$ cat src/rtl/c_inst_packer.sv
// c_inst_packer: packs a stream of 16-bit (compressed) and 32-bit RV32IC
// instructions densely into word-aligned 32-bit memory words. A 32-bit
// instruction that starts at a halfword offset is split across two
// consecutive words.
//
// Optional feature: define C_PACK_STATS_EN to add n_comp_o / n_full_o, which
// count accepted 16-bit and 32-bit instructions.
//
// Handshake semantics (both ports): a transfer happens on a rising clk edge
// where valid && ready are both high. A producer holding valid high keeps its
// payload stable until the transfer. in_ready is high when the output slot is
// empty or is being drained in this same cycle, so an accepted instruction
// never overwrites an unaccepted word.
module c_inst_packer #(
  parameter logic [31:0] BASE_ADDR = 32'h0000_0000,
  parameter logic [15:0] PAD_HALF  = 16'h0001
) (
  input  logic        clk,
  input  logic        reset,
  input  logic        in_valid,
  output logic        in_ready,
  input  logic [31:0] in_inst,
  input  logic        flush_i,
  output logic        flush_ack,
  output logic        word_valid,
  input  logic        word_ready,
  output logic [31:0] word_data,
  output logic [31:0] word_addr,
`ifdef C_PACK_STATS_EN
  output logic [31:0] n_comp_o,
  output logic [31:0] n_full_o,
`endif
  output logic        pc_misaligned_o
);

  logic [15:0] hold;
  logic        hold_valid;
  logic [31:0] next_addr;
  logic        flush_done;   // ack already given for the current flush_i level

  logic        accept;
  logic        is_comp;
  logic        emit;
  logic [31:0] emit_data;
  logic [15:0] hold_n;
  logic        hold_valid_n;
  logic        ack_n;
  logic        flush_done_n;

  assign in_ready        = !word_valid || word_ready;
  assign accept          = in_valid && in_ready;
  assign is_comp         = (in_inst[1:0] != 2'b11);
  assign pc_misaligned_o = hold_valid;

  // Next-state decode: instruction acceptance first, flush only when idle.
  always_comb begin
    emit         = 1'b0;
    emit_data    = in_inst;
    hold_n       = hold;
    hold_valid_n = hold_valid;
    ack_n        = 1'b0;
    flush_done_n = flush_i && flush_done;
    if (accept) begin
      if (!hold_valid) begin
        if (is_comp) begin
          hold_n       = in_inst[15:0];
          hold_valid_n = 1'b1;
        end else begin
          emit      = 1'b1;
          emit_data = in_inst;
        end
      end else begin
        // Pending half goes low, new instruction's low half goes high.
        emit      = 1'b1;
        emit_data = {in_inst[15:0], hold};
        if (is_comp) begin
          hold_valid_n = 1'b0;
        end else begin
          hold_n = in_inst[31:16];
        end
      end
    end else if (flush_i && !flush_done && !in_valid) begin
      if (!hold_valid) begin
        ack_n        = 1'b1;
        flush_done_n = 1'b1;
      end else if (in_ready) begin
        emit         = 1'b1;
        emit_data    = {PAD_HALF, hold};
        hold_valid_n = 1'b0;
        ack_n        = 1'b1;
        flush_done_n = 1'b1;
      end
    end
  end

  // State and output register update.
  always_ff @(posedge clk) begin
    if (reset) begin
      hold       <= 16'h0000;
      hold_valid <= 1'b0;
      next_addr  <= BASE_ADDR;
      word_valid <= 1'b0;
      word_data  <= 32'h0000_0000;
      word_addr  <= BASE_ADDR;
      flush_ack  <= 1'b0;
      flush_done <= 1'b0;
    end else begin
      hold       <= hold_n;
      hold_valid <= hold_valid_n;
      flush_ack  <= ack_n;
      flush_done <= flush_done_n;
      if (emit) begin
        word_valid <= 1'b1;
        word_data  <= emit_data;
        word_addr  <= next_addr;
        next_addr  <= next_addr + 32'd4;
      end else if (word_valid && word_ready) begin
        word_valid <= 1'b0;
      end
    end
  end

`ifdef C_PACK_STATS_EN
  // Wrapping counts of accepted compressed and full instructions.
  always_ff @(posedge clk) begin
    if (reset) begin
      n_comp_o <= 32'd0;
      n_full_o <= 32'd0;
    end else if (accept) begin
      if (is_comp) n_comp_o <= n_comp_o + 32'd1;
      else         n_full_o <= n_full_o + 32'd1;
    end
  end
`endif

endmodule

$ cat config.mk
export PLATFORM = sky130hd
export DESIGN_NAME = c_inst_packer
export DESIGN_NICKNAME = d
export VERILOG_FILES = /design/src/rtl/c_inst_packer.sv
export SDC_FILE = /design/constraint.sdc
export NUM_CORES = 1
export LEC_CHECK = 0
export CAP_MARGIN = 10
export CELL_PAD_IN_SITES_DETAIL_PLACEMENT = 1
export CELL_PAD_IN_SITES_GLOBAL_PLACEMENT = 2
export CORE_MARGIN = 2
export CORE_UTILIZATION = 30
export DETAILED_ROUTE_END_ITERATION = 8
export PLACE_DENSITY_LB_ADDON = 0.1
export SYNTH_ARGS = -nofsm -noshare
export SYNTH_HDL_FRONTEND = slang
export SYNTH_SLANG_ARGS = --single-unit
$ cat constraint.sdc
create_clock -name clk -period 2 [get_ports clk]
set_input_delay 0.2 -clock clk [delete_from_list [all_inputs] [get_ports clk]]
set_output_delay 0.2 -clock clk [all_outputs]
set_load 0.01 [all_outputs]
==> Word-level counts from Yosys, hierarchy flattened <==
Cells that the tools add are included.
{ "word_totals": {"regBits": 116, "input_bits": 37, "out_inout_bits": 68, "word_cells": 53} }
{ "classes": {"addsub": 1, "eq_ne": 2, "mux": 27, "n_bitwise": 1, "n_reduce_logical": 14} }
{ "ops": {"columns": ["op", "count"], "rows": [
  ["$mux W32", 5],
  ["$mux W16", 3],
  ["$add A32 B3 Y32 const B", 1],
  ["$mux W1", 19],
  ["$reduce_bool A2 Y1", 3],
  ["$logic_and A1 B1 Y1", 5],
  ["$ne A2 B2 Y1 const B", 2],
  ["$logic_not A1 Y1", 3],
  ["$reduce_and A3 Y1", 1],
  ["$reduce_or A3 Y1", 1],
  ["$logic_or A1 B1 Y1", 1],
  ["$not A1 Y1", 1]
]} }

==> Logic depth before layout (Yosys ltp) <==
Gate-level depths: netlist of the first run.
{ "depth": {"depth_word": 7, "depth_mapped": 10} }

==> Worst setup path after synthesis of the first run <==
No wires, ideal clock.
{ "synth_path": {"kind": "flip-flop to flip-flop", "from": "reg hold_valid (netlist: pc_misaligned_o)", "to": "reg next_addr[23]", "setup_ps": 121, "arrival_time_ps": 1805, "required_ps": 1879, "setup_slack_ps": 74, "stages_incl_launch_ff": 8, "period_less_slack_ps": 1926, "cell_sequence": "dfxtp_1 inv_1 ha_1 nor2b_1 clkbuf_4 o211ai_2 nor4b_1 mux2_2"} }
{ "synth_via": {"elab_chain_len": 3, "word_cells_on_any_way": 4, "cone_classes": "4 x mux"} }
{ "synth_rtl": {"columns": ["item", "line", "rtl"], "rows": [
  ["from (decl)", "37", "logic hold_valid;"],
  ["from (signal assigned)", "109", "hold_valid <= hold_valid_n;"],
  ["$mux W1", "83", "if (!hold_valid) begin"],
  ["$mux W1", "82", "end else if (flush_i && !flush_done && !in_valid) begin"],
  ["$mux W1 (*)", "63", "if (accept) begin"],
  ["to (signal assigned)", "116", "next_addr <= next_addr + 32'd4;"],
  ["to (decl)", "38", "logic [31:0] next_addr;"]
]} }
Every way passes the cells marked *; elsewhere a longest branch is shown, timed or not.
A chain may end at the register's enable or synchronous reset.

==> Final worst setup path of the first run <==
{ "layout_path": {"from": "reg word_valid", "to": "out in_ready"} }
{ "layout_via": {"elab_chain_len": 2} }
{ "layout_rtl": {"columns": ["item", "line", "rtl"], "rows": [
  ["from (decl)", "25", "output logic word_valid,"],
  ["from (signal assigned)", "102", "word_valid <= 1'b0;"],
  ["from (signal assigned)", "113", "word_valid <= 1'b1;"],
  ["from (signal assigned)", "118", "word_valid <= 1'b0;"],
  ["$logic_not A1 Y1", "50", "assign in_ready = !word_valid || word_ready;"],
  ["$logic_or A1 B1 Y1", "50", null],
  ["to (decl)", "21", "output logic in_ready,"]
]} }
Every way passes these cells.

==> out/summary.txt, run 1 <==
Status -> finished clean
WP data required -> 1.80 ns
Count of clock tree sinks -> 112
Clock Skews -> 0.0110 ns
PwrDens -> 773 nW/µm²
Fin nets -> 738
Core Util, Final -> 0.439
Slew headroom -> 0.529
IO Port Bufs -> 102
Syn Inst Count -> 570
Hold/Removal Path Class -> in -> reg
Pre-Repair DR Iteration Count -> 4
Hold Path Stages -> 4
Area Growth Syn to Fin -> 42.8%
Register area share after synthesis -> 0.458
Total track usage -> 0.172
WP data arrival -> 1.73 ns
Largest net degree at the start of global routing -> 66
Core area -> 15900 µm²
Largest family of logic cells by synthesized area -> simple AND/OR/NAND/NOR gates
DR iter-0 viols -> 260
Initial antenna violation count -> 0
Worst Tran Pin Value -> 0.707 ns
Global-route wire length before repair -> 24600 µm
Non-Filler Instances -> 920
Area contributors post-synth -> dfxtp_1, nand2_1, a21oi_1
DRC -> 0
Hold_ws -> 0.329 ns
Initial Util -> 0.307
Min Tclk post-route -> 1.93 ns
Routed WL -> 14800 µm
Critical path peak fanout -> 8
ANT nets after route -> 0
Post-synthesis mux area share -> 0.0580
Vias/cell -> 5.04
Post-synth EDFFs -> 0
DP Worst Slack -> -0.432 ns
Final Wtd Congestion -> 0.754
Leakage -> 2.44 nW
Maxcap violations -> 0
Fill cells -> 1854
Primary FF master, synth -> dfxtp_1
Final worst slack -> 0.0744 ns
Longest Clk Path Bufs -> 2
Post-synth ARST share -> 0
Reg2reg end -> next_addr[9]
Total power -> 5.41 mW
Worst setup path class -> reg -> out
DP Area -> 6420 µm²
Vias in the first global route -> 4757
Synth Area in XOR/XNOR -> 0.00537
R2r startpoint -> flush_done
CTS Hold Buffers Added -> 0
H-tree Lvls -> 3
Cts bufs inserted -> 9
Compound-Gate Fraction of Synth Area -> 0.174
Final period utilization -> 0.963
# rows -> 46
Ys Warns -> 0
Worst skew pair latency -> 0.36 ns
R2R depth -> 7
Vias post-DR -> 4641
CTS tree -> yes
Yosys reg bits -> 112
HPWL Detailed -> 9910 µm
F_max -> 519 MHz
VDD IR max -> 445 µV
Synth top area share -> 0.458
Mean cell area of the mapped netlist -> 8.59 µm²
Clock slew at reported path FFs -> 0.08 ns
Hold Path Sink -> word_data[1]
Cells after DPL -> 891
Slew Viols, Final -> 0
Met1 WL -> 7250 µm
Critical path startpoint category -> flop
Final hold vios -> 0
Hold path start -> in_inst[1]
Reg2reg setup slack -> 0.11 ns
Met3 WL post-DR -> 461 µm
ANT cells -> 0
Design area -> 6990 µm²
# IOs -> 105
Share of layout cells above drive strength 1 -> 0.159
Netlist cell types -> 46
Setup TNS -> 0 ns
Worst setup EP type -> output pin
Grt ovf -> 0
Post-Synth Adder-Cell Area -> 0.00511
Simple logic cell fraction of the synthesized area -> 0.244
Met2 wire len -> 6880 µm
Cell type with the largest total area after synthesis -> dfxtp_1
Cell Area, Synth -> 4900 µm²
Final setup viols -> 0
Die Area -> 17400 µm²
DR top layer -> met4
Root Buffer -> clkbuf_16
Die height -> 132 µm
WL per Instance -> 16.1 µm
Die width -> 132 µm
registers in the layout, summed over array words and instances, names as in the netlist:
name             count
flush_ack            1
word_addr           30
hold                16
flush_done           1
word_valid           1
next_addr           30
pc_misaligned_o      1
word_data           32
layout make-up:
class	instances	area, µm²	share of cell area
Clock buffer	9	225	0.0322
Clock inverter	7	126	0.0181
Inverter	6	25.0	0.00358
Multi-Input combinational cell	408	2510	0.359
Sequential cell	112	2250	0.321
Tap cell	216	270	0.0386
Timing Repair Buffer	162	1590	0.227
cells in the mapped netlist (7+ instances only):
| master | count |
|---|---|
| nand3_1 | 7 |
| o21ai_0 | 11 |
| dfxtp_1 | 112 |
| a221oi_1 | 15 |
| a21oi_1 | 48 |
| nor4_1 | 9 |
| buf_2 | 16 |
| a311oi_1 | 16 |
| nand4_1 | 7 |
| or3_1 | 10 |
| nor2b_1 | 12 |
| a211oi_1 | 16 |
| clkbuf_1 | 20 |
| nand2_1 | 101 |
| mux2i_1 | 16 |
| nor3_1 | 19 |
| nor2_1 | 64 |
cell families (layout without fill, tap and decap cells):
family	count (synthesis)	after routing
AOI/OAI and AO/OA	121	122
adders and majority gates	2	2
buffers and inverters	52	184
muxes	27	27
xor gates and xnor gates	3	3
DFF	112	112
other	1	2
and+or+nand+nor	252	252
worst max path at each step:
stage / from / endpoint / slack [ns] / cells after the start
2_1_floorplan: pc_misaligned_o / next_addr[23] / 0.07 / 7
3_3_place_gp: in_inst[0] / next_addr[23] / -0.37 / 8
3_5_place_dp: in_inst[0] / word_addr[28] / -0.43 / 9
4_1_cts: pc_misaligned_o / next_addr[25] / -0.03 / 7
5_1_grt: flush_done / next_addr[18] / -0.002 / 5
6_report: word_valid / in_ready / 0.07 / 4
worst max-delay path: stages (launching register included):
cell,delay [ns]
dfxtp_1,0.32
nor2b_2,0.18
inv_4,0.13
buf_4,0.19
clkdlybuf4s50_1,0.55
layer usage:
layer,GRT usage,vias up
li1,-,2287
met1,0.234,2272
met3,0.0300,14
met5,0,-
met4,0.0550,0
met2,0.280,68
power breakdown:
| group | internal (mW) | switching (mW) | leakage (nW) | total [mW] |
|---|---|---|---|---|
| Sequential | 2.34 | 0.0565 | 0.913 | 2.39 |
| Clock | 1.24 | 0.901 | 0.168 | 2.14 |
| Combinational | 0.429 | 0.440 | 1.36 | 0.869 |
cells in the final DEF, fill, tap and decap left out, types with 7 or more instances in the layout:
cell type,count
a221oi_1,15
nand3_1,7
buf_4,48
clkdlybuf4s50_1,99
nor3_1,18
or3_1,9
nor2b_1,12
buf_12,8
a311oi_1,15
o21ai_0,10
clkbuf_16,9
dfxtp_1,111
a211oi_1,16
nor2_1,64
nand4_1,7
nand2_1,100
mux2i_1,16
a21oi_1,47
timing repair:
item | 4_1_cts | 5_1_grt
gates resized for setup | 5 | 26
setup buffers | 6 | 6
endpoints found under the setup margin | 33 | 24
pin swaps | 3 | 8
cloned | 0 | 1
No activity file was read; power rests on OpenSTA's default activity.
==> inputs of run 2 (changes only) <==
- CORE_UTILIZATION: 30 -> 31
- CTS_BUF_LIST: unset -> sky130_fd_sc_hd__clkbuf_8
==> run 2 against run 1 <==
Sequential cell count stayed put. Critical path depth is 2 lower. Sequential share of layout area is 0.98 points higher. Combinational power is 3.3% lower. Sequential power hardly changed. Hold slack better by 0.038 ns. Clock power is 29% lower. First-iteration DRC count is 8.5% lower. Final cell count is 2.1% lower. Routed wire length is 1.1% higher. Fmax is 0.26% higher. Largest power group unchanged.
==> out/summary.txt, run 2 (synthesis results as in run 1) <==
Critical path peak fanout -> 21 (was 8)
Die width -> 130 µm (was 132 µm)
Die Area -> 16800 µm² (was 17400 µm²)
Status -> finished clean (unchanged)
HPWL Detailed -> 9820 µm (was 9910 µm)
Worst skew pair latency -> 0.39 ns (was 0.36 ns)
Worst Tran Pin Value -> 0.800 ns (was 0.707 ns)
Share of power burned in registers -> 0.505 (was 0.443)
Count of clock tree sinks -> 112 (unchanged)
Vias in the first global route -> 4587 (was 4757)
Worst path bufs/invs -> 2 (was 3)
Vias/cell -> 5.13 (was 5.04)
Clock Skews -> 0.00991 ns (was 0.0110 ns)
Fin nets -> 724 (was 738)
Area Growth Syn to Fin -> 38.5% (was 42.8%)
F_max -> 521 MHz (was 519 MHz)
R2r startpoint -> pc_misaligned_o (was flush_done)
Max FFs per register -> 32 (unchanged)
Min Tclk post-route -> 1.92 ns (was 1.93 ns)
Hold Path Sink -> next_addr[4] (was word_data[1])
Leakage -> 2.34 nW (was 2.44 nW)
VDD IR max -> 269 µV (was 445 µV)
Pre-Repair DR Iteration Count -> 4 (unchanged)
PwrDens -> 701 nW/µm² (was 773 nW/µm²)
DRC -> 0 (unchanged)
Clock group share of total power -> 0.318 (was 0.396)
WL per Instance -> 16.6 µm (was 16.1 µm)
Sw power -> 1.31 mW (was 1.40 mW)
Core area -> 15300 µm² (was 15900 µm²)
Reg2reg setup slack -> 0.09 ns (was 0.11 ns)
R2R depth -> 7 (unchanged)
Crit-path slowest cell -> clkdlybuf4s50_1 (unchanged)
Die height -> 130 µm (was 132 µm)
Largest stage delay, worst path -> 0.62 ns (was 0.55 ns)
Non-Filler Instances -> 901 (was 920)
Reg2reg end -> next_addr[18] (was next_addr[9])
# rows -> 45 (was 46)
H-tree Lvls -> 3 (unchanged)
ANT cells -> 0 (unchanged)
Crit path cell chain -> buf_4 -> clkdlybuf4s50_1 (was nor2b_2 -> inv_4 -> buf_4 -> clkdlybuf4s50_1)
WP data arrival -> 1.72 ns (was 1.73 ns)
Slew Viols, Final -> 0 (unchanged)
Commonest non-fill, non-tap cell in the layout -> dfxtp_1 (unchanged)
Most frequent cells in the layout -> dfxtp_1, nand2_1, clkdlybuf4s50_1, nor2_1, a21oi_1 (was dfxtp_1, nand2_1, clkdlybuf4s50_1, nor2_1, buf_4)
Hold Path Stages -> 2 (was 4)
Clock slew at reported path FFs -> 0.11 ns (was 0.08 ns)
CP delay by family, top -> buffers and inverters (unchanged)
Switching Fraction -> 0.275 (was 0.258)
Worst setup EP type -> output pin (unchanged)
Hold/Removal Path Class -> in -> reg (unchanged)
DR iter-0 viols -> 238 (was 260)
Initial Util -> 0.320 (was 0.307)
Internal power -> 3.45 mW (was 4.01 mW)
Slew headroom -> 0.467 (was 0.529)
Maxcap violations -> 0 (unchanged)
Longest Clk Path Bufs -> 2 (unchanged)
Vias post-DR -> 4625 (was 4641)
Leading registers by flop count -> word_data (32), next_addr (30), word_addr (30) (unchanged)
Critical path startpoint category -> flop (unchanged)
Comb power frac -> 0.177 (was 0.161)
CTS tree -> yes (unchanged)
Hold path start -> reset (was in_inst[1])
WP data required -> 1.80 ns (about the same)
Worst setup path class -> reg -> out (unchanged)
Total track usage -> 0.175 (was 0.172)
Share of layout cells above drive strength 1 -> 0.136 (was 0.159)
Grt ovf -> 0 (unchanged)
Routed WL -> 15000 µm (was 14800 µm)
Most flop-heavy register -> word_data (unchanged)
Final Wtd Congestion -> 0.767 (was 0.754)
Total power -> 4.75 mW (was 5.41 mW)
Global-route wire length before repair -> 23300 µm (was 24600 µm)
Final hold vios -> 0 (unchanged)
ANT nets after route -> 0 (unchanged)
Cts bufs inserted -> 9 (unchanged)
# IOs -> 105 (unchanged)
Initial antenna violation count -> 0 (unchanged)
Final period utilization -> 0.960 (was 0.963)
Root Buffer -> clkbuf_8 (was clkbuf_16)
IO Port Bufs -> 102 (unchanged)
Largest net degree at the start of global routing -> 75 (was 66)
Cells after DPL -> 874 (was 891)
Final setup viols -> 0 (unchanged)
## run 2: worst register-to-register path: cells and delay by family, from the launching register on
kind            cells  cell delay [ns]
compound gates      2             0.34
fa+ha+maj           1             0.19
buf+inv             2             0.25
flops               1             0.35
simple gates        2             0.71
## run 2: final cells by class
class / count / area [µm²]
multi-input cells: 410 / 2570
well taps: 211 / 264
fillers: 1776 / 8540
clock inverters: 7 / 87.6
clock buffers: 9 / 124
inverters: 6 / 25.0
flip-flops and latches: 112 / 2240
repair buffers: 146 / 1460
## run 2: how the worst max path moves through the flow
stage | startpoint | to | slack (ns) | depth (start not counted)
finish | pc_misaligned_o | pc_misaligned_o | 0.08 | 2
global route | next_addr[6] | next_addr[28] | -0.01 | 4
CTS | pc_misaligned_o | next_addr[18] | -0.0006 | 7
detailed placement | in_inst[0] | next_addr[23] | -0.40 | 8
global placement | in_inst[0] | next_addr[23] | -0.36 | 8
floorplan | pc_misaligned_o | next_addr[23] | 0.07 | 7
## run 2: power by group through the flow
stage,logic [mW],registers [mW],clock network [mW]
2_1_floorplan,0.375,2.47,0
3_5_place_dp,0.816,2.45,0
4_1_cts,0.822,2.40,1.58
3_3_place_gp,0.799,2.45,0
5_1_grt,0.923,2.42,1.65
6_report,0.840,2.40,1.51
## run 2: metrics by stage
step | setup TNS, ns | cell area [µm²] | hold WS [ns] | util | setup WS (ns)
after global placement | -9.52 | 6320 | 0.443 | 0.413 | -0.356
after CTS | -0.000561 | 6580 | 0.347 | 0.429 | -0.000561
after global routing | -0.0157 | 6780 | 0.390 | 0.443 | -0.00951
final | 0 | 6780 | 0.367 | 0.443 | 0.0794
after detailed placement | -11.97 | 6320 | 0.450 | 0.413 | -0.404
after floorplan | 0 | 4900 | 0.286 | - | 0.0742
## run 2: layer usage
layer | wire length [µm] | vias up | global-route usage | part of all wire
li1 | - | 2262 | - | -
met1 | 7280 | 2269 | 0.240 | 0.49
met2 | 6950 | 81 | 0.273 | 0.46
met3 | 474 | 13 | 0.0318 | 0.032
met4 | 263 | 0 | 0.0715 | 0.018
met5 | 0 | - | 0 | 0
## run 2: timing repair
item,4_1_cts,5_1_grt
endpoints found under the setup margin,10,38
hold buffers,0,0
setup buffers,0,7
pin swaps,0,8
gates cloned,0,4
gates resized for setup,8,23
==> inputs of run 3 (changes only) <==
- CORE_MARGIN: 2 -> 5
==> run 3 against run 2 <==
Clock power is 13% lower. Non-clock buffer count is 6 higher. Global-route usage is 0.94 points lower. Clock-buffer cell count is 1 higher. Routed wire length stayed put. Register-to-register slack worse by 0.06 ns. Worst setup slack worse by 0.045 ns. Largest power group unchanged. Highest routed layer unchanged. Critical path depth is 5 higher. Combinational power is 1% lower.
==> out/summary.txt, run 3 (synthesis results as in run 1) <==
Status -> finished clean (unchanged)
F_max -> 509 MHz (was 521 MHz)
Hold/Removal Path Class -> in -> reg (unchanged)
Most used cell, CP -> buf_4
Die width -> 136 µm (was 130 µm)
Count of clock tree sinks -> 112 (unchanged)
Hold Path Stages -> 2 (unchanged)
# IOs -> 105 (unchanged)
Slew Viols, Final -> 0 (unchanged)
Fill cells -> 1849 (was 1776)
Sw power -> 1.30 mW (was 1.31 mW)
Largest stage delay, worst path -> 0.38 ns (was 0.62 ns)
Hold Path Sink -> next_addr[2] (was next_addr[4])
Final Wtd Congestion -> 0.773 (was 0.767)
Reg2reg end -> next_addr[31] (was next_addr[18])
Routed WL -> 15000 µm (unchanged)
Reg2reg setup slack -> 0.03 ns (was 0.09 ns)
DR iter-0 viols -> 150 (was 238)
WP data required -> 2.28 ns (was 1.80 ns)
Core area -> 15700 µm² (was 15300 µm²)
IO Port Bufs -> 102 (unchanged)
Final hold vios -> 0 (unchanged)
Final setup viols -> 0 (unchanged)
Die Area -> 18400 µm² (was 16800 µm²)
Vias in the first global route -> 4880 (was 4587)
Worst skew pair latency -> 0.40 ns (was 0.39 ns)
Clock Skews -> 0.0105 ns (was 0.00991 ns)
Internal power -> 3.24 mW (was 3.45 mW)
Share of layout cells above drive strength 1 -> 0.137 (was 0.136)
ANT cells -> 0 (unchanged)
Maxcap violations -> 0 (unchanged)
Switching Fraction -> 0.287 (was 0.275)
Worst setup EP type -> flop (was output pin)
Critical path startpoint category -> flop (unchanged)
Largest net degree at the start of global routing -> 47 (was 75)
ANT nets after route -> 0 (unchanged)
R2r startpoint -> pc_misaligned_o (unchanged)
Design area -> 6690 µm² (was 6780 µm²)
Root Buffer -> clkbuf_8 (unchanged)
DP Area -> 6390 µm² (was 6320 µm²)
Comb power frac -> 0.183 (was 0.177)
PwrDens -> 680 nW/µm² (was 701 nW/µm²)
Min Tclk post-route -> 1.97 ns (was 1.92 ns)
Worst setup path class -> reg -> reg (was reg -> out)
Crit-path slowest cell -> mux2_2 (was clkdlybuf4s50_1)
Leakage -> 2.29 nW (was 2.34 nW)
CTS tree -> yes (unchanged)
Vias post-DR -> 4544 (was 4625)
WP data arrival -> 2.25 ns (was 1.72 ns)
Initial Util -> 0.312 (was 0.320)
R2R depth -> 7 (unchanged)
Worst path bufs/invs -> 3 (was 2)
Initial antenna violation count -> 0 (unchanged)
Commonest non-fill, non-tap cell in the layout -> dfxtp_1 (unchanged)
Vias/cell -> 5.00 (was 5.13)
Total track usage -> 0.166 (was 0.175)
Non-Filler Instances -> 909 (was 901)
CP delay by family, top -> simple AND/OR/NAND/NOR gates (was buffers and inverters)
# rows -> 46 (was 45)
H-tree Lvls -> 3 (unchanged)
WL per Instance -> 16.5 µm (was 16.6 µm)
Most frequent cells in the layout -> dfxtp_1, nand2_1, clkdlybuf4s50_1, nor2_1, a21oi_1 (unchanged)
Final period utilization -> 0.983 (was 0.960)
Clock group share of total power -> 0.288 (was 0.318)
HPWL Detailed -> 10500 µm (was 9820 µm)
Hold_ws -> 0.250 ns (was 0.367 ns)
Critical path peak fanout -> 10 (was 21)
VDD IR max -> 287 µV (was 269 µV)
DP Worst Slack -> -0.447 ns (was -0.404 ns)
Clock slew at reported path FFs -> 0.10 ns (was 0.11 ns)
Grt ovf -> 0 (unchanged)
Most flop-heavy register -> word_data (unchanged)
Global-route wire length before repair -> 24600 µm (was 23300 µm)
Crit path cell chain -> buf_4 -> buf_4 -> and4bb_1 -> buf_12 -> o211ai_4 -> nor4_1 -> mux2_2 (was buf_4 -> clkdlybuf4s50_1)
Final worst slack -> 0.0347 ns (was 0.0794 ns)
Max FFs per register -> 32 (unchanged)
Cts bufs inserted -> 9 (unchanged)
Cells after DPL -> 887 (was 874)
Die height -> 136 µm (was 130 µm)
Total power -> 4.54 mW (was 4.75 mW)
Longest Clk Path Bufs -> 2 (unchanged)
Leading registers by flop count -> word_data (32), next_addr (30), word_addr (30) (unchanged)
CTS Hold Buffers Added -> 0 (unchanged)
Fin nets -> 727 (was 724)
DRC -> 0 (unchanged)
Pre-Repair DR Iteration Count -> 4 (unchanged)
Hold path start -> reset (unchanged)
Area Growth Syn to Fin -> 36.5% (was 38.5%)
Share of power burned in registers -> 0.529 (was 0.505)
==> run 3: timing repair <==
action / CTS / global route
setup endpoints to repair: 2 / 18
pin swaps: 0 / 3
buffers inserted: 0 / 6
gates cloned: 0 / 0
gates resized for setup: 2 / 15
==> run 3: stage by stage <==
stage               utilization  TNS [ns]
floorplan                     -         0
global placement          0.406     -8.44
detailed placement        0.406    -13.78
CTS                       0.418   -0.0180
global route              0.425   -0.0293
finish                    0.425         0
==> run 3: final cells by class <==
class                      count  area (µm²)  share of cell area
clock inverter                 6        43.8             0.00655
sequential                   112        2240               0.336
clock buffer                  10         138              0.0206
timing repair buffer         152        1500               0.224
multi-input combinational    407        2470               0.369
inverter                       6        25.0             0.00374
tap                          216         270              0.0404
==> run 3: how the worst max path moves through the flow <==
stage / startpoint / end / cells after the start
3_5_place_dp: in_inst[0] / next_addr[23] / 8
2_1_floorplan: pc_misaligned_o / next_addr[23] / 7
3_3_place_gp: in_inst[1] / next_addr[23] / 8
5_1_grt: pc_misaligned_o / next_addr[31] / 7
4_1_cts: pc_misaligned_o / next_addr[23] / 7
6_report: pc_misaligned_o / next_addr[31] / 7
==> run 3: power groups by stage <==
stage	logic [mW]	clock network, mW	registers (mW)
floorplan	0.375	0	2.47
global placement	0.818	0	2.45
detailed placement	0.835	0	2.45
CTS	0.839	1.38	2.40
global route	0.917	1.47	2.42
finish	0.832	1.31	2.40
==> run 3: metal layers <==
metal  global-route usage  up-vias  part of all wire
met5                    0        -                 0
met4               0.0386        0            0.0092
met3               0.0553       11             0.051
met2                0.287       73              0.49
met1                0.200     2193              0.45
li1                     -     2267                 -
